$ cat config.mk
export PLATFORM = sky130hd
export DESIGN_NAME = icache_refill
export DESIGN_NICKNAME = d
export VERILOG_FILES = /design/src/rtl/icache_refill.sv
export SDC_FILE = /design/constraint.sdc
export NUM_CORES = 2
export LEC_CHECK = 0
export BUFFER_PORTS_ARGS = -buffer_cell sky130_fd_sc_hd__buf_2
export CAP_MARGIN = 15
export CORE_MARGIN = 2
export CORE_UTILIZATION = 57
export DETAILED_ROUTE_END_ITERATION = 12
export GPL_TIMING_DRIVEN = 0
export HOLD_SLACK_MARGIN = 0.02
export PLACE_DENSITY = 0.78
export SYNTH_ARGS = -nofsm -noshare
export SYNTH_HDL_FRONTEND = slang
export SYNTH_SLANG_ARGS = --single-unit
$ cat constraint.sdc
create_clock -name clk -period 3.5 [get_ports clk]
set_input_delay 0.7 -clock clk [delete_from_list [all_inputs] [get_ports clk]]
set_output_delay 0.7 -clock clk [all_outputs]
set_load 0.005 [all_outputs]
$ cat src/rtl/icache_refill.sv
// Block-refill engine: fetches one aligned BLK_BYTES block byte-by-byte from RAM and writes it to the icache.
// Optional feature: define ICACHE_REFILL_ABORT_EN to let clear_in abort an in-flight refill.
module icache_refill #(
  parameter int ADDR_W    = 32,
  parameter int BLK_BYTES = 64
) (
  input  logic                   clk,
  input  logic                   rst_in,
  input  logic                   rdy_in,
  input  logic                   clear_in,
  input  logic                   miss_en,
  input  logic [ADDR_W-1:0]      miss_addr,
  output logic                   busy,
  output logic [ADDR_W-1:0]      mem_a,
  output logic                   mem_wr,
  input  logic [7:0]             mem_din,
  output logic                   fill_en,
  output logic [ADDR_W-1:0]      fill_addr,
  output logic [8*BLK_BYTES-1:0] fill_data
);

  localparam int OFF_W = $clog2(BLK_BYTES);
  localparam int CNT_W = OFF_W + 1;

  typedef enum logic [1:0] {IDLE, FETCH, DONE} state_t;

  state_t                   state_q, state_d;
  logic [CNT_W-1:0]         issue_cnt_q, recv_cnt_q;
  logic                     pend_q;
  logic [ADDR_W-1:0]        base_q, mem_a_q, fill_addr_q;
  logic [8*BLK_BYTES-1:0]   blk_buf, fill_data_q;
  logic                     accept, issue, capture, abort;

`ifdef ICACHE_REFILL_ABORT_EN
  assign abort  = (state_q == FETCH) && clear_in;
  assign accept = (state_q == IDLE) && miss_en && rdy_in && !clear_in;
`else
  logic unused_clear;
  assign unused_clear = clear_in;
  assign abort  = 1'b0;
  assign accept = (state_q == IDLE) && miss_en && rdy_in;
`endif

  // RAM answers even while paused, so capture depends only on the pending flag.
  assign capture = (state_q == FETCH) && pend_q;
  assign issue   = (state_q == FETCH) && rdy_in && (issue_cnt_q < CNT_W'(BLK_BYTES));

  // NOTE: every always_comb output gets a default first so no latch is inferred.
  always_comb begin
    state_d = state_q;
    mem_a   = mem_a_q;
    if (issue) mem_a = base_q + ADDR_W'(issue_cnt_q);
    unique case (state_q)
      IDLE:    if (accept) state_d = FETCH;
      FETCH: begin
        if (abort)
          state_d = IDLE;
        else if (capture && recv_cnt_q == CNT_W'(BLK_BYTES - 1))
          state_d = DONE;
      end
      DONE:    state_d = IDLE;
      default: state_d = IDLE;
    endcase
  end

  // NOTE: sequential state uses non-blocking assignments so all registers update together.
  always_ff @(posedge clk) begin
    if (rst_in) begin
      state_q     <= IDLE;
      issue_cnt_q <= '0;
      recv_cnt_q  <= '0;
      pend_q      <= 1'b0;
      base_q      <= '0;
      mem_a_q     <= '0;
      fill_addr_q <= '0;
      fill_data_q <= '0;
    end else begin
      state_q <= state_d;
      pend_q  <= issue && !abort;
      if (accept) begin
        base_q      <= miss_addr & ~ADDR_W'(BLK_BYTES - 1);
        issue_cnt_q <= '0;
        recv_cnt_q  <= '0;
      end
      if (issue) begin
        issue_cnt_q <= issue_cnt_q + CNT_W'(1);
        mem_a_q     <= mem_a;
      end
      if (capture) recv_cnt_q <= recv_cnt_q + CNT_W'(1);
      if (state_q == DONE) begin
        fill_addr_q <= base_q;
        fill_data_q <= blk_buf;
      end
    end
  end

  // NOTE: the assembly buffer is not reset; every byte is rewritten before it can reach fill_data.
  always_ff @(posedge clk) begin
    if (capture) blk_buf[{recv_cnt_q[OFF_W-1:0], 3'b000} +: 8] <= mem_din;
  end

  assign busy      = (state_q != IDLE);
  assign mem_wr    = 1'b0;
  assign fill_en   = (state_q == DONE);
  assign fill_addr = fill_en ? base_q  : fill_addr_q;
  assign fill_data = fill_en ? blk_buf : fill_data_q;

endmodule
Yosys cells after proc, flatten, opt, wreduce, memory -nomap -nowiden:

Cells that the tools add are included.

* register bits: 1131
* input port bits: 45
* output and inout port bits: 579

* $add $sub $neg: 4
* order comparisons: 1
* equal/unequal tests: 5
* shift operators: 2
* muxes and demuxes: 10
* reduce and logical (&&, ||, !) cells: 11

Operators by type and width (number)
* bitwise mux 512 bit: 1
* two-way mux 512 bit: 1
* variable shift 8 x 11 -> 512 bit (first input constant): 1
* variable part select 8 x 11 -> 512 bit: 1
* two-way mux 32 bit: 2
* adder 32 x 7 -> 32 bit: 1
* two-way mux 7 bit: 3
* adder 7 x 1 -> 7 bit (second input constant): 2
* negator 9 -> 11 bit: 1
* == test 7 x 6 -> 1 bit (second input constant): 1
* < comparator 7 bit (second input constant): 1
* logical AND 1 bit: 6
* nonzero test 2 bit: 3
* two-way mux 2 bit: 2
* case mux 2 bit (2 select lines): 1
* == test 2 x 1 -> 1 bit (second input constant): 1
* == test 2 bit (second input constant): 1
* logical NOT 2 bit: 1
* inequality test 2 x 1 -> 1 bit (second input constant): 1
* inequality test 2 bit (second input constant): 1
* AND reduction 2 bit: 1

Longest topological paths before layout:

* depth in word-level cells: 5
* gate-level depth with buffers: 11
* mapped depth without buffers: 6

Least setup slack after synthesis:

OpenSTA, ideal clock, no wires.

* path kind: reg-to-reg
* from: register recv_cnt_q[0] (netlist name)
* to: register blk_buf[256] (enable)
* arrival time: 2.776 ns
* required time: 3.117 ns
* setup slack: 0.340 ns
* stages on the path, launching flop included: 10
* buffers on the path: 3
* period minus slack after synthesis: 3.160 ns
* cells stage by stage: dfxtp_1 > clkbuf_1 > inv_1 > ha_1 > buf_2 > xnor2_1 > buf_2 > a2111oi_0 > nand2_1 > nor3_1

RTL lines
* end signal, assigned by index: RTL line 99 `if (capture) blk_buf[{recv_cnt_q[OFF_W-1:0], 3'b000} +: 8] <= mem_din;`
* end, declared: RTL line 31 `logic [8*BLK_BYTES-1:0] blk_buf, fill_data_q;`

Worst setup path after layout:

* from: register recv_cnt_q[0]
* to: register blk_buf[501], data pin

* word-level cells in the longest chain between the ends: 3

Ends and longest elaborated chain
* start, declared: RTL line 28 `logic [CNT_W-1:0] issue_cnt_q, recv_cnt_q;`
* start signal, assigned: RTL line 89 `if (capture) recv_cnt_q <= recv_cnt_q + CNT_W'(1);`
* negator 9 -> 11 bit (*): RTL line 99
* variable part select 8 x 11 -> 512 bit / variable shift 8 x 11 -> 512 bit (equally long branches): RTL line 99
* bitwise mux 512 bit (*): RTL line 99

Mark *: on every way between the ends. The rest lies on a longest branch, timed or not.
A chain may end at the register's enable or synchronous reset.

==> results by group <==
Timing
  • Final setup vio count: 1
  • Setup_tns: -46.7 ps
  • Fmax achieved: about 0.28 GHz
  • Crit path time final: roughly 3500 ps
  • Fin. Hold Viols: 0
  • Clk_skew: approximately 26 ps
  • Max-slew violations: 0
  • WHS: about 260 ps
  • Slew HR: 0.120
  • Unrepaired setup endpoints after global routing: yes
  • Tcrit/Tclk final: 1.01
  • Final worst setup slack: -46.7 ps
  • Worst Tran Pin Value: between 1000 and 1500 ps

Clock network
  • Worst-Skew Late Latency: 690 ps
  • Largest buffer count on any clock path: 3
  • H-tree lvl count: 3
  • Worst-path clk slew: about 60 ps
  • CTS tree: done
  • CTS Hold Bufs: 0
  • CTS Buf Count: 111
  • Clock sinks: between 1,000 and 1,500
  • Root Driver: clkbuf_16

Synth
  • Post-Syn Area: 0.0436 mm2
  • Synth Register Bits: 1,131
  • Gate Count Post-Synth: about 3,600
  • Synth Flop Type: dfxtp_1
  • Syn Nets: 3,637
  • YS warnings: 0
  • Synth Area per Inst: around 12 um2
  • Post-synthesis sequential area ratio: 0.636
  • Ys async rst share: 0
  • Post-synth EDFFs: between 500 and 600
  • Post-synth cell types: a little over 60

Hold path
  • Tightest Hold Check Type: in -> reg
  • Hold endpoint: base_q[25]
  • Hold path startpoint: miss_addr[25]
  • WHS Path Cells: 3

Run
  • Total of max-cap violations: 0

Final layout
  • Final net count: approximately 4,400
  • Layout area overhead: 21.0%
  • Final Cell Area: ~0.053 mm2
  • Most frequent cells in the layout: 721 x buf_2, 614 x dfxtp_1, 555 x nor2b_1
  • Commonest non-fill, non-tap cell in the layout: buf_2
  • Final Core Density: 0.696
  • Sequential cell area: about 0.028 mm2
  • Fill cell count: approximately 5,500
  • Non-filler cells, final: ~5,400
  • Area of the multi-input gates: around 0.015 mm2
  • Share of cells above drive strength 1: 0.364

Routing
  • DR iter-0 viols: roughly 3,400
  • DRT antenna net count: 0
  • DRC viols: 0
  • Drt total wl: 148,000 um
  • DR vias: approximately 32,000
  • Wire per inst: roughly 27 um
  • Via density: between 5 and 6
  • Initial DRT Pass Iterations: 6

Critical path
  • Worst setup path class: reg -> reg
  • Critical path launch point type: flip-flop
  • Worst Setup SP: recv_cnt_q[0]
  • R2r endpoint: blk_buf[501]
  • Crit Path Max Fanout: 10
  • CP Data Arrival Time: ~3900 ps
  • Worst EP required: roughly 3900 ps
  • Setup slack, reg-to-reg: -50 ps
  • R2R cell count: 9
  • R2R Path Start: recv_cnt_q[0]
  • Endpoint class of the critical path: flip-flop

Placement
  • Setup WS pre-CTS: -884 ps
  • Placed Area: 0.0482 mm2
  • HPWL after DPL: around 110,000 um
  • Routability congestion estimate from global placement: around 0.9
  • Dpl cells: ~5,200
  • PortBufs: ~610

Pwr
  • Cell leakage power: 21.8 nW
  • Internal Power: ~21 mW
  • Reg power frac: 0.523
  • Power Dens Cells: around 500 mW/mm2
  • Psw: 5.52 mW
  • Clock network power share: 0.460
  • Power Total: about 26 mW
  • Power share of the combinational group: 0.017
  • Peak supply drop: ~0.4 mV
  • Switching share of power: 0.210

Floorplanning
  • Die Height: approximately 280 um
  • Die W: roughly 280 um
  • Initial core utilization: 0.576
  • I/O Pins: approximately 620
  • Die area: between 0.07 and 0.08 mm2
  • Core ar.: 0.0758 mm2
  • Cell Rows: ~100

Status
  • Status: finished, violations left
  • Failing checks: negative setup slack

GRT
  • GRT Overall Usage: 0.368
  • Number of global-route vias before repair: around 30,000
  • Antenna violations before repair: 7
  • Grt ovf: 0
  • First-pass GRT wire length: 206,000 um
  • Largest net degree at the start of global routing: 16
[cells in the mapped netlist (18+ instances only)]
library cell  instances  area, um2
buf_2               110        551
inv_1                18       67.6
nand4_1              23        144
nand3_1              72        360
nor2_1              550       2060
edfxtp_1            512      15400
nor2b_1             555       3470
mux2_2              540       6080
dfxtp_1             619      12400
nor4_1               21        131
a21oi_1              68        340
xnor2_1              18        158
clkbuf_1            141        529
nor3_1               71        355
nand2_1             135        507
[final cells by class]
type                       count  share of cell area
clock inverter                51             0.00875
sequential                  1131               0.526
antenna                        1           0.0000474
clock buffer                 159              0.0613
multi-input combinational   2181               0.292
inverter                      18             0.00128
timing repair buffer         653              0.0654
tap                          978              0.0232
buffer                       253              0.0224
[per-layer routing]
| layer | GRT usage | share of wire | vias to the layer above | routed length (um) |
|---|---|---|---|---|
| li1 | - | - | 13800 | - |
| met5 | 0 | 0.00036 | - | 53 |
| met3 | 0.0947 | 0.11 | 433 | 15900 |
| met2 | 0.586 | 0.46 | 1821 | 68700 |
| met4 | 0.200 | 0.062 | 8 | 9150 |
| met1 | 0.460 | 0.37 | 15700 | 54200 |
[power by group through the flow]
stage               clock [mW]  sequential [mW]  combinational [mW]
global route              12.6             13.7               0.473
global placement             0             14.0               0.414
finish                    12.1             13.7               0.448
floorplan                    0             14.0               0.218
CTS                       12.1             13.7               0.428
detailed placement           0             14.0               0.422
[cell families (layout without fill, tap and decap cells)]
family | count (synthesis) | count (layout) | share of synthesized area
XOR/XNOR | 22 | 22 | 0.00441
AND/OR/NAND/NOR | 1479 | 1479 | 0.171
flip-flops | 1131 | 1131 | 0.636
adder cells (fa/ha/maj) | 7 | 7 | 0.00201
AO/OA/AOI/OAI | 128 | 128 | 0.0193
multiplexers | 544 | 544 | 0.140
buffers and inverters | 273 | 1134 | 0.0268
other | 1 | 2 | 0.0000859
[critical path, stage by stage, from the launching register on]
cell and delay, ps:
dfxtp_2 390, clkbuf_2 250, inv_1 100, ha_1 140, buf_2 260, nor3b_4 490, nor2b_1 110, o21ai_2 640
clkbuf_2 610, nor2_1 230
[flip-flops by register name, indices dropped and copies added (netlist names)]
name         cells
state_q          2
blk_buf        512
fill_addr_q     32
issue_cnt_q      7
recv_cnt_q       7
base_q          26
mem_a_q         32
fill_data_q    512
pend_q           1
[worst max path at each step]
stage | to | slack (ps)
finish | blk_buf[501] | -50
global route | blk_buf[387] | -80
CTS | blk_buf[47] | -130
detailed placement | blk_buf[142] | -880
global placement | blk_buf[271] | -1210
floorplan | blk_buf[256] | 340
[timing repair]
action / CTS / global route
buffers inserted: 7 / 7
gates resized for setup: 122 / 81
pin swaps: 5 / 6
setup endpoints to repair: 1357 / 682
No activity file was read; power rests on OpenSTA's default activity.
